## src/rtl/fc_result_collector.sv

```systemverilog
// Collects the two class logits from feature RAM after each FC completion, decides the class,
// and queues results in a FWFT FIFO while keeping saturating per-class statistics.
module fc_result_collector #(
    parameter logic [15:0] RES_BASE   = 16'h8000,
    parameter int unsigned RAM_LAT    = 2,
    parameter int unsigned FIFO_DEPTH = 4
) (
    input  logic        clk,
    input  logic        rst_n,
    input  logic        fc_done,
    input  logic [7:0]  female_in,
    input  logic [7:0]  male_in,
    output logic [15:0] ram_addr_r,
    output logic        ram_en_r,
    input  logic [7:0]  ram_data_r,
    output logic        res_valid,
    output logic [31:0] res_data,
    input  logic        res_rd,
    output logic [4:0]  fifo_level,
    output logic        overflow,
    input  logic        clr_stats,
    output logic [15:0] img_cnt,
    output logic [15:0] male_cnt,
    output logic [15:0] female_cnt,
    output logic        busy,
    output logic        done
);

    localparam int unsigned PW = (FIFO_DEPTH > 1) ? $clog2(FIFO_DEPTH) : 1;

    typedef enum logic [1:0] {StIdle, StRead, StDecide, StPush} state_t;

    state_t        r_state, w_state_nxt;
    logic          r_fc_done_q;
    logic [2:0]    r_cnt;
    logic [15:0]   r_ram_addr;
    logic          r_ram_en;
    logic [7:0]    r_female, r_male;
    logic [25:0]   r_entry;
    logic [25:0]   r_mem [FIFO_DEPTH];
    logic [PW-1:0] r_wr_ptr, r_rd_ptr;
    logic [4:0]    r_count;
    logic          r_overflow;
    logic [15:0]   r_img_cnt, r_male_cnt, r_female_cnt;

    logic          w_trigger;
    logic          w_female_cap, w_male_cap;
    logic signed [8:0] w_diff;
    logic [8:0]    w_abs;
    logic          w_class, w_mismatch;
    logic          w_full, w_empty, w_pop, w_push, w_push_st;

    assign w_trigger    = fc_done & ~r_fc_done_q;
    assign w_female_cap = (r_state == StRead) && (r_cnt == 3'(RAM_LAT));
    assign w_male_cap   = (r_state == StRead) && (r_cnt == 3'(RAM_LAT + 1));

    always_comb begin
        w_state_nxt = r_state;
        unique case (r_state)
            StIdle:   if (w_trigger) w_state_nxt = StRead;
            StRead:   if (w_male_cap) w_state_nxt = StDecide;
            StDecide: w_state_nxt = StPush;
            StPush:   w_state_nxt = StIdle;
            default:  w_state_nxt = StIdle;
        endcase
    end

    // Sign-extend to 9 bits so |male - female| spans the full 0..255 range.
    assign w_diff     = $signed({r_male[7], r_male}) - $signed({r_female[7], r_female});
    assign w_abs      = w_diff[8] ? 9'(-w_diff) : 9'(w_diff);
    assign w_class    = $signed(r_male) > $signed(r_female);
    assign w_mismatch = (r_female != female_in) || (r_male != male_in);

    always_ff @(posedge clk or negedge rst_n) begin
        if (!rst_n) begin
            r_state     <= StIdle;
            r_fc_done_q <= 1'b0;
            r_cnt       <= '0;
            r_ram_addr  <= '0;
            r_ram_en    <= 1'b0;
            r_female    <= '0;
            r_male      <= '0;
            r_entry     <= '0;
        end else begin
            r_state     <= w_state_nxt;
            r_fc_done_q <= fc_done;
            if (r_state == StIdle && w_trigger) begin
                r_cnt      <= '0;
                r_ram_addr <= RES_BASE;
                r_ram_en   <= 1'b1;
            end else if (r_state == StRead) begin
                r_cnt <= r_cnt + 3'd1;
                if (r_cnt == 3'd0) r_ram_addr <= RES_BASE + 16'd1;
                if (r_cnt == 3'd1) r_ram_en <= 1'b0;
            end
            if (w_female_cap) r_female <= ram_data_r;
            if (w_male_cap)   r_male   <= ram_data_r;
            if (r_state == StDecide) begin
                r_entry <= {w_mismatch, w_class, w_abs[7:0], r_male, r_female};
            end
        end
    end

    assign w_empty   = (r_count == 5'd0);
    assign w_full    = (r_count == 5'(FIFO_DEPTH));
    assign w_pop     = res_rd && !w_empty;
    assign w_push_st = (r_state == StPush);
    // A pop in the same cycle frees the slot, so a full FIFO can still accept.
    assign w_push    = w_push_st && (!w_full || w_pop);

    always_ff @(posedge clk) begin
        if (w_push) r_mem[r_wr_ptr] <= r_entry;
    end

    always_ff @(posedge clk or negedge rst_n) begin
        if (!rst_n) begin
            r_wr_ptr <= '0;
            r_rd_ptr <= '0;
            r_count  <= '0;
        end else begin
            if (w_push) r_wr_ptr <= r_wr_ptr + 1'b1;
            if (w_pop)  r_rd_ptr <= r_rd_ptr + 1'b1;
            r_count <= r_count + 5'(w_push) - 5'(w_pop);
        end
    end

    always_ff @(posedge clk or negedge rst_n) begin
        if (!rst_n) begin
            r_overflow   <= 1'b0;
            r_img_cnt    <= '0;
            r_male_cnt   <= '0;
            r_female_cnt <= '0;
        end else if (clr_stats) begin
            r_overflow   <= 1'b0;
            r_img_cnt    <= '0;
            r_male_cnt   <= '0;
            r_female_cnt <= '0;
        end else if (w_push_st) begin
            if (!w_push) r_overflow <= 1'b1;
            if (r_img_cnt != 16'hFFFF) r_img_cnt <= r_img_cnt + 16'd1;
            if (r_entry[24]) begin
                if (r_male_cnt != 16'hFFFF) r_male_cnt <= r_male_cnt + 16'd1;
            end else begin
                if (r_female_cnt != 16'hFFFF) r_female_cnt <= r_female_cnt + 16'd1;
            end
        end
    end

    assign ram_addr_r = r_ram_addr;
    assign ram_en_r   = r_ram_en;
    assign res_valid  = !w_empty;
    assign res_data   = w_empty ? 32'd0 : {6'd0, r_mem[r_rd_ptr]};
    assign fifo_level = r_count;
    assign overflow   = r_overflow;
    assign img_cnt    = r_img_cnt;
    assign male_cnt   = r_male_cnt;
    assign female_cnt = r_female_cnt;
    assign busy       = (r_state != StIdle);
    assign done       = w_push_st;

endmodule

```

## config.mk

```make
export PLATFORM = sky130hd
export DESIGN_NAME = fc_result_collector
export DESIGN_NICKNAME = d
export VERILOG_FILES = /design/src/rtl/fc_result_collector.sv
export SDC_FILE = /design/constraint.sdc
export NUM_CORES = 1
export LEC_CHECK = 0
export CORE_MARGIN = 1.5
export CORE_UTILIZATION = 55
export DETAILED_ROUTE_END_ITERATION = 6
export DONT_BUFFER_PORTS = 1
export GPL_TIMING_DRIVEN = 0
export PLACE_DENSITY = 0.73
export SYNTH_ARGS = -nofsm -noshare
export SYNTH_HDL_FRONTEND = slang
export SYNTH_SLANG_ARGS = --single-unit
```

## constraint.sdc

```tcl
create_clock -name clk -period 3.27 [get_ports clk]
set_clock_uncertainty 0.15 [all_clocks]
set_input_delay 0.4905 -clock clk [delete_from_list [all_inputs] [get_ports clk]]
set_output_delay 0.4905 -clock clk [all_outputs]
set_load 0.02 [all_outputs]
```

; ---- Word level (Yosys, flattened, before mapping)
; Memory sizes are Yosys's and may differ from the RTL's.
; Cells that the tools add are included.
[word_totals]
regBits = 123
latch_bits = 0
ramBits = 104
mem_bits_ro = 0
inputBits = 29
output_inout_bits = 106
word_cells = 102
n_memories = 1
[memory_table]
columns = name, depth, width, read_ports, rd_ports_with_merged_regs, wr, line_no
row1 = r_mem, 4, 26, 1, 0, 1, 40  ; logic [25:0] r_mem [FIFO_DEPTH];
[op_classes]
n_addsub = 10
mul = 0
n_div = 0
order_cmp = 1
n_eq_ne = 16
shift = 0
muxes = 29
bitwise_logic = 2
n_reduce_logical = 28
[op_table]
columns = cell, count
row1 = 16-bit two-way mux, 14
row2 = 16-bit by 1-bit adder with 16-bit output (second input constant), 3
row3 = 16-bit != test (second input constant), 3
row4 = 26-bit two-way mux, 1
row5 = 2-bit nonzero test, 9
row6 = 8-bit != test, 2
row7 = 2-bit AND reduction, 5
row8 = 8-bit by 8-bit subtractor with 9-bit output, 1
row9 = 8-bit greater-than comparator, 1
row10 = 1-bit two-way mux, 8
row11 = 8-bit two-way mux, 1
row12 = 2-bit != test (second input constant), 4
row13 = 8-bit negator, 1
row14 = 2-bit one-hot mux with 4 select lines, 1
row15 = 3-bit by 2-bit == test with 1-bit output (second input constant), 2
row16 = 3-bit two-way mux, 2
row17 = 3-bit AND reduction, 2
row18 = 5-bit by 1-bit adder with 5-bit output, 1
row19 = 5-bit by 3-bit == test with 1-bit output (second input constant), 1
row20 = 1-bit logical AND, 5
row21 = 5-bit logical NOT, 1
row22 = 5-bit by 1-bit subtractor with 5-bit output, 1
row23 = 2-bit by 1-bit adder with 2-bit output (second input constant), 2
row24 = 2-bit == test (second input constant), 2
row25 = other kinds (10), 13

; ---- Logic depth before layout (Yosys ltp)
; Gate-level depths: netlist (run 1).
[depth]
depth_word = 8
mapped_depth = 16
ltp_nobuf = 16

; ---- Least setup slack after synthesis (run 1)
; No wires, ideal clock.
[synth_timing]
kind = flip-flop to flip-flop
from = register r_count[2] (netlist: fifo_level[2])
to = register r_count[4] (netlist: fifo_level[4])
setup_time_ns = 0.125
arrival_ns = 2.492
required_ns = 2.995
setup_slack_ns = 0.503
path_stages_with_launch = 17
path_buffers = 0
cell_sequence = dfrtp_1 > inv_1 > ha_1 > nand2b_1 > nand3_1 > and2_1 > inv_1 > ha_1 > inv_1 > ha_1 > inv_1 > fa_1 > inv_1 > a21oi_1 > nor2_1 > nor2_1 > xnor2_1
[synth_via]
elab_chain_len = 7
word_cells_on_any_way = 9
[synth_rtl]
columns = element, line_no
row1 = start: declaration, 42  ; logic [4:0] r_count;
row2 = start signal: assignment, 123  ; r_count <= r_count + 5'(w_push) - 5'(w_pop);
row3 = 5-bit logical NOT, 104  ; assign w_empty = (r_count == 5'd0);
row4 = 1-bit logical NOT, 106  ; assign w_pop = res_rd && !w_empty;
row5 = 1-bit logical AND, 106
row6 = 1-bit logical OR, 109  ; assign w_push = w_push_st && (!w_full || w_pop);
row7 = 1-bit logical AND, 109
row8 = 5-bit by 1-bit adder with 5-bit output, 123
row9 = 5-bit by 1-bit subtractor with 5-bit output *, 123
; Mark *: on every way between the ends. The rest lies on a longest branch, timed or not.
; A chain may end at the register's enable or synchronous reset.

; ---- Worst setup path after layout (run 1)
[layout_timing]
from = register r_state[0]
to = register r_count[4] (netlist: fifo_level[4])
[layout_via]
elab_chain_len = 4
[layout_rtl]
columns = element, line_no
row1 = start: declaration, 33  ; state_t r_state, w_state_nxt;
row2 = start signal: assignment, 76  ; r_state <= StIdle;
row3 = start signal: assignment, 85  ; r_state <= w_state_nxt;
row4 = 2-bit == test, 107  ; assign w_push_st = (r_state == StPush);
row5 = net done, 26  ; output logic done
row6 = 1-bit logical AND, 109
row7 = 5-bit by 1-bit adder with 5-bit output, 123
row8 = 5-bit by 1-bit subtractor with 5-bit output, 123
; The timed path passes the listed nets, and every way through them passes these cells.

==> results of run 1 <==
cell usage in the layout (no fill, tap or decap), drive strengths merged, types with 5 or more instances in the layout:
cell type | synthesis | routed
and2 | 32 | 32
nor3 | 6 | 6
mux2i | 6 | 6
edfxtp | 104 | 104
mux2 | 35 | 35
buf | 24 | 27
nor2b | 7 | 7
xnor2 | 37 | 37
dfrtp | 109 | 109
mux4 | 26 | 26
nand2 | 24 | 24
clkinv | 0 | 11
nand2b | 5 | 5
and4 | 7 | 7
a21oi | 12 | 12
nand3 | 14 | 14
inv | 32 | 32
conb | 1 | 20
nand4 | 21 | 21
a21o | 5 | 5
clkbuf | 18 | 47
nor2 | 69 | 69
xor2 | 39 | 39
ha | 32 | 32
and3 | 17 | 17
dlygate4sd3 | 0 | 10
area by class of cell:
type,instances,share of cell area [%]
Sequential cell,213,53.11
Multi-Input combinational cell,453,33.20
Clock buffer,29,5.711
Tap cell,225,2.554
Buffer,42,2.237
Timing Repair Buffer,13,1.658
Inverter,32,1.090
Clock inverter,11,0.4201
Antenna cell,1,0.02271
through the flow:
step	std cells	TNS (ps)
2_1_floorplan	740	0
3_3_place_gp	965	0
3_5_place_dp	967	-31.29
4_1_cts	1018	0
5_1_grt	1019	0
6_report	1019	0
worst max path at each step:
stage	end	slack, ps	cells past startpoint
floorplan	fifo_level[4]$_DFF_PN0_	500	16
global placement	fifo_level[4]$_DFF_PN0_	40	13
detailed placement	fifo_level[4]$_DFF_PN0_	-30	13
CTS	fifo_level[4]$_DFF_PN0_	20	14
global route	res_data[18]	20	4
finish	fifo_level[4]$_DFF_PN0_	150	14
routing by layer:
metal | global-route usage [%] | up-vias
li1 | - | 2651
met1 | 27.66 | 2942
met2 | 38.95 | 145
met3 | 4.698 | 31
met4 | 5.733 | 0
met5 | 0 | -
logic make-up (layout without fill, tap and decap cells):
kind of cell / count (synthesis) / after routing
other: 1 / 21
adders and majority gates: 34 / 34
and+or+nand+nor: 214 / 214
DFF: 213 / 213
buffers and inverters: 74 / 127
AOI/OAI and AO/OA: 42 / 42
xor gates and xnor gates: 76 / 76
muxes: 67 / 67
registers in the layout, indices dropped and copies added, names as in the netlist:
name and flops:
fifo_level 5, male_cnt 16, overflow 1, ram_en_r 1
female_cnt 16, r_state 2, r_female 8, r_fc_done_q 1
r_rd_ptr 2, r_male 8, r_wr_ptr 2, r_cnt 3
img_cnt 16, r_entry 26, r_mem 104, ram_addr_r 2
Yosys cell counts (18+ instances only):
cell,n
inv_1,32
dfrtp_1,109
clkbuf_1,18
xnor2_1,37
nand4_1,20
nand2_1,24
nor2_1,69
buf_4,20
mux4_2,26
ha_1,32
and2_1,32
mux2_2,35
edfxtp_1,104
xor2_1,39
power by group:
part	switching, W	internal (W)	leakage [nW]	total [W]
combinational	0.00230	0.00176	1.77	0.00406
clock	0.000974	0.00135	0.334	0.00232
sequential	0.000651	0.00363	2.31	0.00428
what timing repair did:
item                                   in CTS  in global routing
setup endpoints to repair                   1                 11
hold buffers                               11                  0
endpoints found under the hold margin     126                  0
resized for setup                           1                  7
==> impl_metrics.json, run 1 <==
{
  "path_common_cell": "inv_1",
  "reg2reg_to": "fifo_level[4]$_DFF_PN0_",
  "hold_path_class": "input pin to flip-flop",
  "synth-edff-count": 104,
  "wl_met3_um": 1077,
  "whs_ps": 144.0,
  "wl_met1_um": 8071,
  "start_kind": "flip-flop",
  "grt_pass1_wl_um": 31500,
  "drtIter0Drc": 301,
  "path_buf_inv": 5,
  "path_max_fanout": 10,
  "slowest_delay_ps": 410,
  "post-route-period-util_pct": 95.44,
  "die_h_um": 136.4,
  "crit_path_end_kind": "flip-flop",
  "cts_max_path_buffers": 3,
  "setup_violations": 0,
  "yosys_most_used_dff": "dfrtp_1",
  "ff2ff_setup_slack_ps": 150,
  "io-pin-count": 135,
  "antenna_found_initial": 1,
  "top_layer": "met4",
  "seqCellArea_um2": 5853,
  "post_cts_buffers": 0,
  "io_buffers": 0,
  "grt_pass1_vias": 6018,
  "hold_violations": 0,
  "ys_top_cells_by_area": "edfxtp_1 (32%), dfrtp_1 (28%), mux4_2 (6.0%)",
  "clk_latency_ps": 500,
  "worstPathCellList": "ha_1, clkbuf_2, and2_1, inv_1, ha_1, inv_1, ha_1, inv_1, fa_1, inv_1, a21oi_1, nor2_1, nor2_1, xnor2_1",
  "rows": 48,
  "wire_per_inst_um": 19.48,
  "numClockSinks": 213,
  "cp.required_ps": 3520,
  "yosys_warnings": 0,
  "synth_xor_area_share_pct": 6.798,
  "setup_ws_ps": 149.0,
  "finalMaxSlewViolations": 0,
  "p_leak_nw": 4.406,
  "power_density_nw_per_um2": 967.2,
  "vias": 5769,
  "status": "complete, no violations",
  "yosysTopAreaCell": "edfxtp_1",
  "firstDrtPassIters": 4,
  "synth_compound_area_share_pct": 3.054,
  "multi_input_area_um2": 3659,
  "synth.avg_cell_area_um2": 13.58,
  "grt_max_degree": 110,
  "syn_to_final_growth_pct": 12.55,
  "wl_met2_um": 10310,
  "fp.dieW_um": 136.4,
  "r2r-start": "r_state[0]$_DFFE_PN0P_",
  "syn-cell-area_um2": 9792,
  "synthAdderAreaFrac_pct": 4.498,
  "grtUsageTotal_pct": 22.05,
  "crit_arrival_ps": 3370,
  "tightest_slew_ps": 868.3,
  "dpl_cell_area_um2": 10200,
  "h-tree-depth": 1,
  "initial_utilization_pct": 56.42,
  "maxSlewHeadroom_pct": 42.12,
  "dp_hpwl_um": 13630,
  "drive_above_1_share_pct": 17.02,
  "nNetsFinal": 840,
  "viasPerCell": 5.661,
  "clk_pin_slew_worst_paths_ps": 60,
  "syn_inst": 721,
  "finalCriticalPeriod_ps": 3121,
  "core_um2": 17360,
  "synth_mux_area_share_pct": 10.62,
  "startpoint": "r_state[0]$_DFFE_PN0P_",
  "cts_buffers": 22,
  "min_path_cells": 2,
  "finalWirelength_um": 19850,
  "fillCellCount": 1314,
  "synth_cell_types": 51,
  "synth-seq-cells": 213,
  "min_to": "r_rd_ptr[0]$_DFFE_PN0N_",
  "reg2regPathDepth": 14,
  "synth_async_sr_flop_share_pct": 51.17,
  "postLayoutCoreUtil_pct": 63.49,
  "crit_slowest_cell": "dfrtp_1",
  "yosysTopAreaCellShare_pct": 31.89,
  "grt_overflow": 0,
  "synthSimpleGateAreaFrac_pct": 11.53,
  "ir_drop_uv": 471.5,
  "dp_slack_ps": -31.29,
  "critical_path_class": "flip-flop to flip-flop",
  "finalInstanceArea_um2": 11020,
  "cpLargestDelayFamily": "adder cells",
  "cts_tree": "built",
  "p_total_w": 0.01066,
  "drcViolationCount": 0,
  "place.gp.congestion": 0.8251,
  "cts_root_buffer": "clkbuf_16",
  "fmax_mhz": 320.4,
  "yosysSeqAreaShare_pct": 59.75,
  "hp-start": "res_rd",
  "die-area_um2": 18610,
  "ant_nets": 0,
  "rsz0062_at_grt": "no",
  "maxCapViolations": 0,
  "synth_top_family_by_area": "simple AND/OR/NAND/NOR gates"
}
(Power assumes the default switching activity.)
==> run 2: changes to the inputs <==
HOLD_SLACK_MARGIN = 0.05   (was unset)
==> results of run 2 <==
Final layout, timing and power as in run 1 (identical DEF).
